**src/rtl/uba_intr_arb.sv**
```systemverilog
// uba_intr_arb: Unibus BR4..BR7 interrupt aggregation, arbitration and vector-cycle sequencing
module uba_intr_arb #(
  parameter int NDEV     = 8,
  parameter int VWIDTH   = 18,
  parameter int TMOWIDTH = 6
) (
  input  logic                clk,
  input  logic                rst,
  input  logic [NDEV-1:0]     devREQ,
  input  logic [2*NDEV-1:0]   devBR,
  output logic [NDEV-1:0]     devACK,
  input  logic [VWIDTH-1:0]   devVECT,
  input  logic                devVECTVAL,
  output logic [3:0]          devINTR,
  input  logic [2:0]          statPIH,
  input  logic [2:0]          statPIL,
  input  logic                ivecREQ,
  input  logic [2:0]          ivecPI,
  output logic                ivecACK,
  output logic [VWIDTH-1:0]   ivecDATA,
  output logic                ivecNONE
);
  typedef enum logic [1:0] {IDLE, ARB, GRANT, DONE} state_t;
  state_t state, state_n;
  logic [2:0] pil, pil_n;
  logic [TMOWIDTH-1:0] timer, timer_n;
  logic [3:0][NDEV-1:0] lvl_req;
  logic [NDEV-1:0] sel, win, devack_n;
  logic elig_h, elig_l, tmo, fin, ack_n, none_n;
  logic [VWIDTH-1:0] data_n;
  // requests split by BR level (index 0 = BR4)
  always_comb begin
    lvl_req = '0;
    for (int l = 0; l < 4; l++)
      for (int i = 0; i < NDEV; i++)
        lvl_req[l][i] = devREQ[i] && devBR[2*i +: 2] == 2'(l);
  end
  // highest eligible level with a request, then lowest slot within it
  always_comb begin
    elig_h = statPIH == pil && pil != 3'd0;
    elig_l = statPIL == pil && pil != 3'd0;
    sel = elig_h && |lvl_req[3] ? lvl_req[3] :
          elig_h && |lvl_req[2] ? lvl_req[2] :
          elig_l && |lvl_req[1] ? lvl_req[1] :
          elig_l && |lvl_req[0] ? lvl_req[0] : '0;
    win = sel & (~sel + NDEV'(1));
  end
  // state register
  always_ff @(posedge clk) state <= rst ? IDLE : state_n;
  // next-state logic
  always_comb begin
    tmo = timer == {{(TMOWIDTH-1){1'b1}}, 1'b0};
    fin = devVECTVAL || tmo;
    state_n = state == IDLE  ? (ivecREQ ? ARB : IDLE) :
              state == ARB   ? (|win ? GRANT : IDLE) :
              state == GRANT ? (fin ? DONE : GRANT) : IDLE;
  end
  // next values of the registered outputs and datapath
  always_comb begin
    ack_n    = (state == ARB && !(|win)) || (state == GRANT && fin);
    none_n   = ack_n && !(state == GRANT && devVECTVAL);
    data_n   = ack_n ? (state == GRANT && devVECTVAL ? devVECT : '0) : ivecDATA;
    devack_n = state == ARB ? win : (state == GRANT && !fin ? devACK : '0);
    timer_n  = state == GRANT ? timer + TMOWIDTH'(1) : '0;
    pil_n    = state == IDLE && ivecREQ ? ivecPI : pil;
  end
  // output and datapath registers; devINTR tracks requests in every state
  always_ff @(posedge clk) begin
    if (rst) begin
      devACK   <= '0;
      devINTR  <= '0;
      ivecACK  <= 1'b0;
      ivecDATA <= '0;
      ivecNONE <= 1'b0;
      timer    <= '0;
      pil      <= '0;
    end else begin
      devACK   <= devack_n;
      devINTR  <= {|lvl_req[3], |lvl_req[2], |lvl_req[1], |lvl_req[0]};
      ivecACK  <= ack_n;
      ivecDATA <= data_n;
      ivecNONE <= none_n;
      timer    <= timer_n;
      pil      <= pil_n;
    end
  end
endmodule

```
**config.mk**
```make
export PLATFORM = sky130hd
export DESIGN_NAME = uba_intr_arb
export DESIGN_NICKNAME = d
export VERILOG_FILES = /design/src/rtl/uba_intr_arb.sv
export SDC_FILE = /design/constraint.sdc
export NUM_CORES = 1
export LEC_CHECK = 0
export CAP_MARGIN = 20
export CORE_ASPECT_RATIO = 1.25
export CORE_MARGIN = 5
export CORE_UTILIZATION = 44
export CTS_BUF_LIST = sky130_fd_sc_hd__clkbuf_4 sky130_fd_sc_hd__clkbuf_8
export CTS_CLUSTER_DIAMETER = 60
export DETAILED_ROUTE_END_ITERATION = 10
export GPL_ROUTABILITY_DRIVEN = 0
export PLACE_DENSITY = 0.81
export SYNTH_ARGS = -nofsm -noshare
export SYNTH_HDL_FRONTEND = slang
export SYNTH_SLANG_ARGS = --single-unit
```
**constraint.sdc**
```tcl
create_clock -name clk -period 6.6 [get_ports clk]
set_clock_uncertainty 0.1 [all_clocks]
set_input_delay 1.32 -clock clk [delete_from_list [all_inputs] [get_ports clk]]
set_output_delay 1.32 -clock clk [all_outputs]
set_load 0.02 [all_outputs]
```
==> impl.org, run 1 <==
** Drt
- Starting DRT DRC Count :: 109
- After detailed routing, the number of remaining DRC violations is 0.
- Routed wire length :: 6490 microns
- Via-to-Cell Ratio :: between 5 and 6
- First drt pass iteration count :: 4
- Number of vias in the routed layout :: 2390
- The detail route stage leaves a number of antenna-violating nets equal to 0.
- WL per Instance :: 15.8 microns

** Logic synthesis
- Async set-or-reset flop fraction in the synthesized netlist :: 0
- In the synthesized netlist the dominant register cell turns out to be dfxtp_1.
- Cells taking the most area after synthesis :: dfxtp_1 36%, a22o_1 6.7%, nor2_1 4.0%
- The biggest area contributor in the post-synthesis netlist is dfxtp_1.
- Number of different library cells in the post-synthesis netlist :: 55
- Area fraction of the dominant cell type after synthesis :: 0.365
- Yosys mapped a number of flops with a built-in enable equal to 0.
- Count leader, synth :: dfxtp_1
- Post-Synthesis Cell Area :: 0.00236 sq mm
- Syn avg cell area :: approximately 9 sq um
- The number of nets in the synthesized netlist is 322.
- Counting instances in the post-synthesis netlist gives the leading cell types as 43 x dfxtp_1, 25 x nor2_1, 21 x nand2_1.
- Fraction of the yosys area taken by sequential cells :: 0.365
- Number of synthesized register bits :: 43
- Counting every instance in the synthesized netlist gives 265.
- Yosys printed 0 warnings.

** Global routing
- The via count of the first global-routing pass is 2247.
- Global routing usage summed across all routing layers :: 0.185
- The first global-routing pass estimated 10300 microns of wire.
- GRT Residual Overflow :: 0
- The number of antenna violations at the first check in global routing was 0.
- Maximum number of pins on one net before global-route repair :: 24

** Timing
- The final count of hold timing violations was 0.
- Max-slew violation total from the final report :: 0
- Setup violations remaining at the end of the flow were counted as 0.
- Final clock period utilization by the worst path :: 0.715
- Final Critical Period :: 4720 ps
- RSZ-0062 raised after global routing :: no
- At the pin with the least slew margin, the transition time is ~860 ps.
- Worst max-slew margin expressed relative to the limit :: 0.414
- Setup TNS after final layout :: 0 ps
- Highest clock frequency the design can meet :: about 210 MHz

** Die
- From bottom edge to top edge, the die measures 91.9 microns.
- Io pins :: 87
- The floorplan step set the die width to 75.5 microns.
- The core region is 0.00515 sq mm.
- Placement Rows :: 29
- The initial utilization of the core area, before any placement, comes to 0.458.
- The floorplan step defined a die boundary enclosing 0.00694 sq mm.

** Finish
- Across the whole layout, storage elements account for 861 sq um.
- After routing the design area is 0.00334 sq mm.
- The count of cells in the finished layout, fillers not included, comes to ~410.
- Share of cells above drive strength 1 :: 0.0573
- Count of filler cells inserted in the layout :: around 460
- Area growth from synthesis to layout :: 41.6%
- In the final layout, the multi-input gates occupy 0.00140 sq mm.
- Ant diodes :: 0
- Final-stage net count :: between 400 and 500

** Clock network
- CTS Hold Bufs :: 0
- CTS clock-pin slew for the worst setup and hold paths :: approximately 80 ps
- Clock Sink Count :: 43
- Longest Clk Path Bufs :: 2
- After clock tree synthesis, the repair step resized 0 gates.
- Worst skew pair latency :: between 200 and 300 ps
- The number of clock buffers added by TritonCTS is 5.
- CTS placed an instance of clkbuf_8 at the clock tree root.
- Post-CTS Setup Inserts :: 0
- TritonCTS clock tree :: done
- CTS built an H-tree with a depth of 2.

** Setup path
- Startpoint Class :: input pin
- STA puts the critical path data arrival time at 4850 ps.
- For the worst setup path, the data required time is 6730 ps.
- Critical Path Source :: devBR[2]
- Launch point of the worst reg-to-reg path :: pil[1]
- By startpoint and endpoint, the worst setup path is classified as in2reg.
- Along the worst path, the maximum fanout reaches 18.
- STA classifies the critical path endpoint as a flip-flop.

** Power
- Leakage Power :: around 1.2 nW
- Power Dens Cells :: approximately 170 mW/mm^2
- VDD sags by at most ~0.075 mV.
- After layout, the design draws a total of 0.564 mW.

** Placed design
- The wire-length estimate of the detail-placed layout is a little over 5000 microns.
- Summing all placed instances gives a cell area of 0.00324 sq mm.
- Buffers placed on the I/O ports in this run total 86.
- Inst Count DP :: 403

** Min path
- The startpoint identified for the worst hold timing path is devACK[1].
- Min-Delay Path Class :: reg2reg

** Status
- Status :: finished, final reports clean

** Job
- The tool flagged a number of max-cap violations equal to 0.
==> flip-flops by register name (all words and copies together) (netlist names) <==
name,count
ivecDATA,18
devACK,8
timer,6
devINTR,4
pil,3
state,2
ivecACK,1
ivecNONE,1
==> per-layer routing <==
layer | wire length (microns) | up-vias | GRT usage
met5 | 0 | - | 0
met4 | 91 | 0 | 0.0539
met3 | 639 | 11 | 0.0416
met2 | 3250 | 117 | 0.320
met1 | 2510 | 1089 | 0.223
li1 | - | 1173 | -
==> placed cells by master, fill, tap and decap left out, types with 3 or more instances in the layout <==
cell type / netlist / layout
nor2_1: 25 / 25
nand2_1: 21 / 21
clkbuf_8: 0 / 7
nor2b_1: 3 / 3
nand3b_1: 8 / 8
a31oi_1: 8 / 8
nand3_1: 15 / 15
clkdlybuf4s50_1: 0 / 86
a2111oi_0: 3 / 3
a22o_1: 18 / 18
nor3_1: 8 / 8
nor3b_1: 8 / 8
o22ai_1: 4 / 4
a21oi_1: 7 / 7
mux2i_1: 3 / 3
dfxtp_1: 43 / 43
inv_1: 12 / 12
o41a_1: 4 / 4
xor2_1: 8 / 8
nand2b_1: 6 / 6
o2111a_1: 6 / 6
o21ai_0: 3 / 3
==> area by class of cell <==
class	instances	share of cell area
Multi-Input combinational cell	200	0.417
Sequential cell	43	0.257
Timing Repair Buffer	86	0.257
Clock buffer	7	0.0288
Tap cell	62	0.0232
Inverter	12	0.0135
Clock inverter	1	0.00225
==> per-stage QoR <==
step	hold WS [ps]	util	setup WS [ps]
5_1_grt	379	0.649	1600
3_5_place_dp	350	0.629	1600
3_3_place_gp	341	0.629	1720
6_report	359	0.649	1880
4_1_cts	361	0.649	1930
2_1_floorplan	341	-	2670
==> path summary, 6_finish.rpt <==
check                endpoint  cells past startpoint  slack [ps]
hold reg to reg     devACK[1]                      2         360
hold / removal      devACK[1]                      2         360
setup / recovery  ivecDATA[7]                      9        1880
setup reg to reg    devACK[5]                      7        3160
==> report_power, final <==
| part | internal (mW) | switching (mW) | total (mW) |
|---|---|---|---|
| Sequential | 0.265 | 0.00387 | 0.269 |
| Combinational | 0.0576 | 0.0590 | 0.117 |
| Clock | 0.0950 | 0.0835 | 0.179 |
| Total | 0.417 | 0.146 | 0.564 |
==> worst max-delay path: stages <==
cell             delay, ps
clkdlybuf4s50_1        560
nand3_1                150
o2111ai_1              350
or2_2                  430
o21a_1                 330
o41ai_2                580
nor3b_1                210
a311oi_4               670
a22o_1                 230
==> cell families after synthesis <==
| group | after synthesis | share of synthesized area |
|---|---|---|
| multiplexers | 3 | 0.0127 |
| XOR/XNOR | 10 | 0.0371 |
| buffers and inverters | 22 | 0.0445 |
| adder cells (fa/ha/maj) | 2 | 0.0106 |
| AO/OA/AOI/OAI | 73 | 0.270 |
| flip-flops | 43 | 0.365 |
| AND/OR/NAND/NOR | 112 | 0.261 |
Power figures use the tool's default switching activity.
==> run 2: changes to the inputs <==
Clock period 6.6 ns to 4.38 ns, I/O delays scaled along.
==> run 2 against run 1 <==
Compared with the run above: sequential power grew 50%; highest routed layer unchanged; critical endpoint is now ivecDATA[2]; die area is the same; design area grew 2.4%; via count grew 3.1%; first-iteration DRC count grew 26%; register-to-register slack lost 1900 ps; clock-buffer cell count shrank 2; non-clock buffer count grew 12; critical path depth shrank 1; critical path type unchanged.
==> impl.org, run 2 (synthesis results as in run 1) <==
** Power
- Power Dens Cells :: 248 mW/mm^2
- Final Total Pwr :: 0.848 mW
- VDD IR-drop max :: 0.131 mV
- Summed over all cells, the static leakage comes to 1.28 nW.

** Die
- Chip Height :: 91.9 microns
- Pin placement for this block handled 87 I/O pins.
- In this run the standard cell core region covers 0.00515 sq mm.
- Area enclosed by the die boundary :: slightly below 0.007 sq mm
- Placement Rows :: 29
- Effective utilization at floorplan :: 0.458
- The die is 75.5 microns wide.

** Placed design
- Prior to clock tree synthesis, the placed netlist has a worst setup slack of about 120 ps.
- DP Wirelength :: 5360 microns
- Number of buffers added on ports :: 86

** Clock network
- TritonCTS built the clock tree.
- For the worst-skew pair, the clock arrives at the later sink with an insertion delay of 300 ps.
- For this design, the CTS-stage hold fixing added 0 buffers.
- CTS clock-pin slew for the worst setup and hold paths :: approximately 80 ps
- Post-CTS Setup Inserts :: 0
- CTS saw 43 sinks.
- Longest Clk Path Bufs :: 2
- Number of buffers added by the clock tree synthesis step :: 5
- The root buffer cell chosen for the clock tree is clkbuf_8.
- The H-tree was split into 2 levels.
- Post-CTS repair changed the size of 0 cells.

** Min path
- The path class of the tightest hold or removal check is reg2reg.
- The path with the worst hold slack has its endpoint at devACK[5].
- Critical hold path startpoint :: devACK[5]
- Counting instances, the worst hold path has a depth of 2.

** Finish
- The register with the most flip-flops in the layout has 18 of them.
- In the final layout, the share of cells above drive strength 1 is 0.0886.
- The number of antenna diodes in the final layout is 0.
- Most common cell after layout, fill and taps aside :: clkdlybuf4s50_1
- Leading cell types in the layout, fill and taps excluded :: 86 x clkdlybuf4s50_1, 43 x dfxtp_1, 25 x nor2_1
- The largest registers in the layout are ivecDATA x18, devACK x8, timer x6.
- Count of filler cells inserted in the layout :: roughly 450
- Area growth from synthesis to layout :: 44.9%
- At the end of the flow, the number of nets in the layout was 417.
- More flip-flops sit in one register than any other, and that register is ivecDATA.

** Setup path
- The worst register-to-register path ends at ivecDATA[2].
- In this run the worst setup path begins at devBR[6].
- Required arrival time at the worst endpoint :: 4520 ps
- Number of cell instances on the worst register-to-register path :: 6
- Startpoint Class :: input pin
- Data on the critical path arrives at its endpoint at 4100 ps.
- The worst register-to-register path begins at pil[1].
- The worst setup path is captured at a flip-flop.
- For flop-to-flop paths, the worst setup slack is 1220 ps.
- In this run the worst path has a maximum fanout of 18.
- Critical Setup Path Class :: in2reg

** Global routing
- The via count of the first global-routing pass was around 2400.
- Maximum number of pins on one net before global-route repair :: 24
- First-pass GRT wire length :: 10600 microns
- GRT Residual Overflow :: 0
- The number of antenna violations at the first check in global routing came to 0.
- Across every metal layer, demand over resource in global routing totals 0.190.

** Drt
- The first detailed-routing pass ran for 4 iterations.
- Via-to-Cell Ratio :: approximately 5.8
- After detailed routing, the number of remaining DRC violations is 0.
- In this run the remaining antenna-violating nets after routing total 0.
- The detailed router finished its first iteration with about 140 violations.
- WL per Instance :: between 15 and 20 microns
- Number of vias in the routed layout :: 2463
- Routed wire length :: 6620 microns

** Timing
- Setup repair after global routing left no endpoint under its margin.
- Max-slew violation total from the final report :: 0
- Final hold analysis gives a worst-case slack of 358 ps.
- Final hold violation count :: 0
- Setup TNS after final layout :: 0 ps
- For the pin with the worst max-slew slack, the measured transition is 840 ps.
- Worst max-slew margin expressed relative to the limit :: 0.438
- Setup violations remaining at the end of the flow were counted as 0.
- Final Critical Period :: ~4000 ps
- The worst path meets setup with around 420 ps of slack.
- Derived from the worst setup path, the maximum achievable clock frequency is 252 MHz.
- Final clock period utilization by the worst path :: 0.904

** Status
- Status :: finished, final reports clean

** Job
- The tool flagged a number of max-cap violations equal to 0.
-- run 2: cell types whose count changed in the layout (fill, tap and decap cells not counted) --
cell	before	now
clkbuf_8	7	5
inv_6	0	1
buf_4	0	12
clkinvlp_4	1	2
-- run 2: where the power goes --
part | internal (mW) | switching, mW
Clock | 0.114 | 0.141
Sequential | 0.399 | 0.00558
Combinational | 0.0970 | 0.0912
-- run 2: cell type report --
cell class,instances,area (sq um),area share
Timing Repair Buffer,98,951,0.278
Multi-Input combinational cell,200,1400,0.408
Sequential cell,43,861,0.252
Clock buffer,5,68.8,0.0201
Clock inverter,3,23.8,0.00695
Inverter,12,45.0,0.0132
Tap cell,62,77.6,0.0227
-- run 2: stage by stage --
| step | utilization | cells | area [sq um] |
|---|---|---|---|
| 2_1_floorplan | - | 265 | 2360 |
| 3_3_place_gp | 0.646 | 415 | 3330 |
| 3_5_place_dp | 0.646 | 415 | 3330 |
| 4_1_cts | 0.664 | 423 | 3420 |
| 5_1_grt | 0.664 | 423 | 3420 |
| 6_report | 0.664 | 423 | 3420 |
-- run 2: critical path: stages --
cell	delay [ps]
clkdlybuf4s50_1	600
o22ai_1	110
or4_4	550
o21a_1	320
o41a_1	500
and3_4	220
a311oi_4	680
a22o_1	240
-- run 2: how the worst max path moves through the flow --
| stage | end | slack, ps | cells after the start |
|---|---|---|---|
| after floorplan | ivecDATA[0] | 890 | 11 |
| after global placement | ivecDATA[17] | 180 | 10 |
| after detailed placement | ivecDATA[2] | 120 | 8 |
| after CTS | ivecDATA[2] | 430 | 8 |
| after global routing | ivecDATA[5] | 190 | 10 |
| final | ivecDATA[2] | 420 | 8 |
-- run 2: routing by layer --
layer	wire [microns]	global-route usage	up-vias
li1	-	-	1196
met3	597	0.0460	19
met2	3320	0.336	107
met5	0	0	-
met1	2540	0.212	1141
met4	169	0.0729	0
